File: config.mk
export PLATFORM = sky130hd
export DESIGN_NAME = c17_bist_controller
export DESIGN_NICKNAME = d
export VERILOG_FILES = /design/src/rtl/c17_bist_controller.sv
export SDC_FILE = /design/constraint.sdc
export NUM_CORES = 1
export LEC_CHECK = 0
export ABC_AREA = 1
export CORE_MARGIN = 8
export CORE_UTILIZATION = 30
export DETAILED_ROUTE_END_ITERATION = 7
export GPL_ROUTABILITY_DRIVEN = 0
export PLACE_DENSITY = 0.54
export SLEW_MARGIN = 10
export SYNTH_ARGS = -nofsm -noshare
export SYNTH_HDL_FRONTEND = slang
export SYNTH_SLANG_ARGS = --single-unit
File: constraint.sdc
create_clock -name clk -period 1.8 [get_ports clk]
set_clock_uncertainty 0.1 [all_clocks]
set_input_delay 0.36 -clock clk [delete_from_list [all_inputs] [get_ports clk]]
set_output_delay 0.36 -clock clk [all_outputs]
set_load 0.005 [all_outputs]
File: src/rtl/c17_bist_controller.sv
// BIST driver/observer for the c17 benchmark: a 5-bit LFSR feeds the CUT inputs and
// an 8-bit MISR compacts N22/N23 into a signature checked against GOLDEN_SIG.
module c17_bist_controller #(
    parameter int                   PATTERN_COUNT = 31,
    parameter logic [4:0]           LFSR_SEED     = 5'h01,
    parameter int                   SIG_WIDTH     = 8,
    parameter logic [SIG_WIDTH-1:0] GOLDEN_SIG    = '0
) (
    input  logic                 clk,
    input  logic                 rst_n,
    input  logic                 start,
    output logic                 busy,
    output logic                 done,
    output logic                 pass,
    output logic [SIG_WIDTH-1:0] signature,
    output logic                 N1,
    output logic                 N2,
    output logic                 N3,
    output logic                 N6,
    output logic                 N7,
    input  logic                 N22,
    input  logic                 N23
);

    localparam logic [4:0]           LAST_CNT  = 5'(PATTERN_COUNT - 1);
    localparam logic [SIG_WIDTH-1:0] MISR_POLY = SIG_WIDTH'(8'h1D);

    typedef enum logic [2:0] {
        IDLE    = 3'd0,
        LOAD    = 3'd1,
        RUN     = 3'd2,
        COMPARE = 3'd3,
        DONE    = 3'd4
    } state_t;

    state_t               state_q, state_d;
    logic [4:0]           lfsr_q, lfsr_d;
    logic [4:0]           cnt_q, cnt_d;
    logic [SIG_WIDTH-1:0] misr_q, misr_d;
    logic                 busy_q, busy_d;
    logic                 done_q, done_d;
    logic                 pass_q, pass_d;

    logic [4:0]           lfsr_next;
    logic [SIG_WIDTH-1:0] misr_next;

    assign lfsr_next = {lfsr_q[3:0], lfsr_q[4] ^ lfsr_q[2]};
    assign misr_next = {misr_q[SIG_WIDTH-2:0], 1'b0}
                     ^ (misr_q[SIG_WIDTH-1] ? MISR_POLY : '0)
                     ^ {{(SIG_WIDTH-2){1'b0}}, N23, N22};

    // start is a single-cycle request with no ready: it is only looked at in IDLE
    // and DONE, so a pulse while busy is simply dropped.
    always_comb begin
        state_d = state_q;
        lfsr_d  = lfsr_q;
        cnt_d   = cnt_q;
        misr_d  = misr_q;
        busy_d  = busy_q;
        done_d  = done_q;
        pass_d  = pass_q;
        case (state_q)
            IDLE: begin
                if (start) begin
                    state_d = LOAD;
                    busy_d  = 1'b1;
                end
            end
            LOAD: begin
                lfsr_d  = LFSR_SEED;
                misr_d  = '0;
                cnt_d   = '0;
                state_d = RUN;
            end
            RUN: begin
                misr_d = misr_next;
                // The last pattern stays on the N pins through COMPARE and DONE.
                if (cnt_q == LAST_CNT) begin
                    state_d = COMPARE;
                end else begin
                    lfsr_d = lfsr_next;
                    cnt_d  = cnt_q + 5'd1;
                end
            end
            COMPARE: begin
                pass_d  = (misr_q == GOLDEN_SIG);
                done_d  = 1'b1;
                busy_d  = 1'b0;
                state_d = DONE;
            end
            DONE: begin
                if (start) begin
                    state_d = LOAD;
                    busy_d  = 1'b1;
                    done_d  = 1'b0;
                    pass_d  = 1'b0;
                end
            end
            default: begin
                state_d = IDLE;
                busy_d  = 1'b0;
                done_d  = 1'b0;
                pass_d  = 1'b0;
            end
        endcase
    end

    always_ff @(posedge clk or negedge rst_n) begin
        if (!rst_n) begin
            state_q <= IDLE;
            lfsr_q  <= '0;
            cnt_q   <= '0;
            misr_q  <= '0;
            busy_q  <= 1'b0;
            done_q  <= 1'b0;
            pass_q  <= 1'b0;
        end else begin
            state_q <= state_d;
            lfsr_q  <= lfsr_d;
            cnt_q   <= cnt_d;
            misr_q  <= misr_d;
            busy_q  <= busy_d;
            done_q  <= done_d;
            pass_q  <= pass_d;
        end
    end

    assign busy      = busy_q;
    assign done      = done_q;
    assign pass      = pass_q;
    assign signature = misr_q;
    assign N1        = lfsr_q[0];
    assign N2        = lfsr_q[1];
    assign N3        = lfsr_q[2];
    assign N6        = lfsr_q[3];
    assign N7        = lfsr_q[4];

endmodule

== Word-level counts from Yosys, hierarchy flattened ==
Cells that the tools add are included.
Operators by class
  add/sub/neg operators: 1
  equality and inequality tests: 9
  muxes and demuxes: 14
  bitwise gates (word level): 5
  reductions and logical operators: 10
Operator list (count)
  5-bit one-hot mux with 2 select lines: 2
  8-bit one-hot mux with 2 select lines: 1
  5-bit 2-to-1 mux: 3
  3-bit one-hot mux with 4 select lines: 1
  8-bit logical NOT: 1
  2-bit AND reduction: 4
  8-bit by 2-bit XOR with 8-bit output: 1
  8-bit by 5-bit XOR with 8-bit output: 1
  3-bit by 2-bit equality test with 1-bit output, second input constant: 2
  3-bit 2-to-1 mux: 2
  2-bit inequality test, second input constant: 3
  1-bit one-hot mux with 3 select lines: 2
  5-bit by 1-bit adder with 5-bit output, second input constant: 1
  5-bit equality test, second input constant: 1
  2-bit OR reduction: 2
  3-bit by 1-bit equality test with 1-bit output, second input constant: 1
  3-bit equality test, second input constant: 1
  3-bit logical NOT: 1
  3-bit OR reduction: 1
  1-bit 2-to-1 mux: 2
  2-bit by 1-bit inequality test with 1-bit output, second input constant: 1
  1-bit inverter: 2
  1-bit one-hot mux with 2 select lines: 1
  2-bit nonzero test: 1
  1-bit XOR: 1
Word-level totals
  flip-flop bits (word level): 24
  input bits: 5
  output and inout bits: 16
  word-level logic and storage cells: 46

== Logic depth before layout (Yosys ltp) ==
  depth after elaboration: 4
  mapped depth: 9
  depth with buffers taken out: 9

== Least setup slack after synthesis ==
OpenSTA, ideal clock, no wires.
  path kind: flip-flop to flip-flop
  from: reg cnt_q[0]
  to: reg lfsr_q[0]
  library setup time: 117 ps
  data arrival time: 1078 ps
  required time: 1583 ps
  setup slack: 505 ps
  cell stages (with the launch flop): 10
  buffers on the path: 1
  period minus slack after synthesis: 1295 ps
  path through: dfrtp_1 > inv_1 > ha_1 > nand2_1 > inv_1 > nand2_1 > nand2_2 > buf_6 > nand3_1 > nand2_1
Between the ends
  cells in the longest elaborated chain, start to end: 3
RTL lines
  start, declared: RTL line 38  | logic [4:0] cnt_q, cnt_d;
  start signal, assigned: RTL line 120  | cnt_q <= cnt_d;
  5-bit equality test: RTL line 78  | if (cnt_q == LAST_CNT) begin
  2-bit inequality test (no line)
  2-bit AND reduction (no line)
  end signal, assigned: RTL line 119  | lfsr_q <= lfsr_d;
  end, declared: RTL line 37  | logic [4:0] lfsr_q, lfsr_d;
Every way passes these cells.
A chain may end at the register's enable or synchronous reset.

== Worst setup path in the final report ==
  from: reg misr_q[7] (netlist: signature[7])
  to: out signature[7]
RTL lines
  start, declared: RTL line 39  | logic [SIG_WIDTH-1:0] misr_q, misr_d;
  start signal, assigned: RTL line 121  | misr_q <= misr_d;
  end, declared: RTL line 15  | output logic [SIG_WIDTH-1:0] signature,
No word-level cell between the ends.

==> impl_metrics.ini <==
[run_status]
run_status = complete, no violations

[place]
io_buffers = 20
detailedPlace.worstSlack_ns = 0.3121
placed_area_um2 = 1400
dpl.cell_count = 204
hpwlAfterDp_um = 1841

[critical_path]
timing.critical_path.required_ns = 1.34
critical_path_arrival_ns = 1.24
worstSetupStartpointType = register
cp_cell_sequence = clkdlybuf4s50_1
max_stage_delay_ns = 0.53
setup.worst_path.class = register to output pin
timing.critical_path.buf_inv = 1
crit_fanout = 7
timing.critical_path.to_type = output pin
critical_path.slowest_cell = sky130_fd_sc_hd__clkdlybuf4s50_1
crit_family = buffers and inverters

[global_route]
grt_pass1_vias = 942
first_pass_grt_wire_length_um = 4236
grt_antenna_before_repair = 0
global_route.usage.total = 0.08327
grt_remaining_overflow = 0
grt.met2_usage = 0.1261
largest_net_degree_at_the_start_of_global_routing = 25
grt_most_used_layer = met2
grt.met1_usage = 0.1052
met3_capacity_usage_during_global_routing = 0.04263

[die]
die_height_um = 77.84
io_pins = 21
initial_cell_density_of_the_core = 0.3134
die-area_um2 = 6059
rows = 22
fp.dieW_um = 77.84
core_area_um2 = 3661

[sta]
max-slew-margin-rel = 0.7883
finalSetupTns_ns = 0
grt_setup_unrepaired = no
post-route-min-period_ns = 1.703
final.period_utilization = 0.9462
fmax_ghz = 0.5872
timing.final.ws_setup_ns = 0.09686
setup_viol = 0
worst_pin_slew_ns = 0.3175
final_max_slew_viols = 0
hold_violations = 0

[synth]
synth_top_family_by_area = simple AND/OR/NAND/NOR gates
synth_area_per_cell_um2 = 8.375
ff_latch_count_synth = 24
synth-simple-area-share = 0.3075
synthMuxAreaShare = 0
synth_adder_area_share = 0.02181
post_synth_instance_area_um2 = 1147
synth.lib_cells_used.distinct = 19
synth-seq-area-share = 0.5234
synth_cells = 137
compound_gate_fraction_of_synth_area = 0.04035
yosysWarnings = 0
post_synth_xor_area_fraction = 0.03817
syn_nets = 144

[cts]
cts_tree = built
clockBufferDepth = 2
tritoncts.num_buffers = 3
htree_num_levels = 1
clk_transition_reported_paths_ns = 0.09
cts_setup_buffers = 0
root_buffer = sky130_fd_sc_hd__clkbuf_8
source_to_sink_clock_delay_at_the_later_pin_of_the_worst_skew_pair_ns = 0.26
clock-sinks = 24

[drt]
drc = 0
drt-total-wl_um = 2521
post_drt_via_cell_ratio = 4.548
dr.first_iter.drc_count = 77
route.antenna.remaining_nets = 0
detail_route.first_pass.iterations = 4
vias = 946
wire_per_inst_um = 12.12

[final_layout]
antenna_cells = 0
final_util = 0.3978
finish.net_count = 168
postLayoutCellArea_um2 = 1456
instances_no_fill = 208
syn_to_final_growth_pct = 26.94
final_layout_size_suffix_gt1_frac = 0.08125
n_fill_cell = 361

[pwr]
power.density_cell_area_nw_per_um2 = 1632
power.internal_uw = 1434
power.sequential.fraction = 0.394
power.leakage_uw = 0.0007374
p_sw_uw = 942.5
comb_power_share = 0.450
switching_share = 0.3965
clkPwrFrac = 0.155
worst_vdd_rail_ir_drop_mv = 0.8021

[worst_hold_path]
min-delay-path-class = input port to async pin

[run]
drv.max_cap_violation_count = 0
Yosys cell counts, drive strengths merged:
cell type,count,share of area
clkbuf,1,0.0033
dfrtp,24,0.52
nand4,1,0.0055
xor2,1,0.0076
o22ai,5,0.027
buf,2,0.016
nand3,19,0.083
nand3b,2,0.016
nand2,50,0.17
ha,2,0.022
nor2,8,0.033
xnor2,4,0.031
inv,15,0.049
o21ai,3,0.013
repair_timing:
item | 4_1_cts | 5_1_grt
hold buffers | 0 | 0
endpoints found under the setup margin | 0 | 1
resized for setup | 0 | 1
hold endpoints to repair | 0 | 0
path summary, 6_finish.rpt:
check                        startpoint            to  slack, ns  depth (start not counted)
min in group clk                   done          done       0.39                          2
min reg2reg                        done          done       0.39                          2
max reg2reg                    cnt_q[0]     lfsr_q[2]       0.29                          9
max in group asynchronous         rst_n  signature[7]       0.99                          2
max                        signature[7]  signature[7]        0.1                          1
min                               rst_n      cnt_q[2]       0.35                          2
area by class of cell:
| type | count | area [um^2] | area share |
|---|---|---|---|
| well taps | 48 | 60.06 | 0.04124 |
| flip-flops and latches | 24 | 601.8 | 0.4132 |
| repair buffers | 22 | 215.2 | 0.1478 |
| multi-input cells | 95 | 467.9 | 0.3213 |
| inverters | 15 | 56.30 | 0.03866 |
| clock buffers | 4 | 55.05 | 0.03780 |
power by group through the flow:
stage | logic (uW) | registers [uW] | clock network, uW
after global routing | 1200 | 963 | 411
after floorplan | 655 | 921 | 0
after CTS | 1080 | 938 | 390
final | 1070 | 938 | 369
after detailed placement | 1080 | 948 | 0
after global placement | 1070 | 941 | 0
registers in the layout (all words and copies together), names as in the netlist:
register and flops:
busy 1, cnt_q 5, done 1, lfsr_q 5, pass 1, signature 8
state_q 3
kinds of logic after synthesis:
| logic type | Yosys count |
|---|---|
| AO/OA/AOI/OAI | 8 |
| XOR/XNOR | 5 |
| adder cells (fa/ha/maj) | 2 |
| buffers and inverters | 18 |
| flip-flops | 24 |
| AND/OR/NAND/NOR | 80 |
routing by layer:
layer  vias up  share of wire
met5         -              0
met4         0         0.0095
met3         2          0.090
met2        37           0.44
met1       428           0.46
li1        479              -
layout by cell type (no fill, tap or decap):
cell type	count
sky130_fd_sc_hd__nand2_1	47
sky130_fd_sc_hd__dfrtp_1	23
sky130_fd_sc_hd__clkdlybuf4s50_1	20
sky130_fd_sc_hd__nand3_1	19
sky130_fd_sc_hd__inv_1	14
sky130_fd_sc_hd__nor2_1	7
sky130_fd_sc_hd__o22ai_1	5
sky130_fd_sc_hd__xnor2_1	4
sky130_fd_sc_hd__clkbuf_8	4
sky130_fd_sc_hd__nand2_2	3
sky130_fd_sc_hd__o21ai_0	3
sky130_fd_sc_hd__ha_1	2
sky130_fd_sc_hd__buf_4	2
sky130_fd_sc_hd__nor2_4	1
sky130_fd_sc_hd__inv_2	1
sky130_fd_sc_hd__nand4_1	1
sky130_fd_sc_hd__xor2_1	1
sky130_fd_sc_hd__nand3b_2	1
sky130_fd_sc_hd__nand3b_1	1
sky130_fd_sc_hd__dfrtp_2	1
per-stage QoR:
stage	total power [uW]	hold slack, ns
6_report	2377	0.3486
5_1_grt	2573	0.3677
4_1_cts	2412	0.3577
3_5_place_dp	2026	0.3678
3_3_place_gp	2014	0.3714
2_1_floorplan	1576	-0.03559
Note: power is estimated with default switching activity, not from simulation.
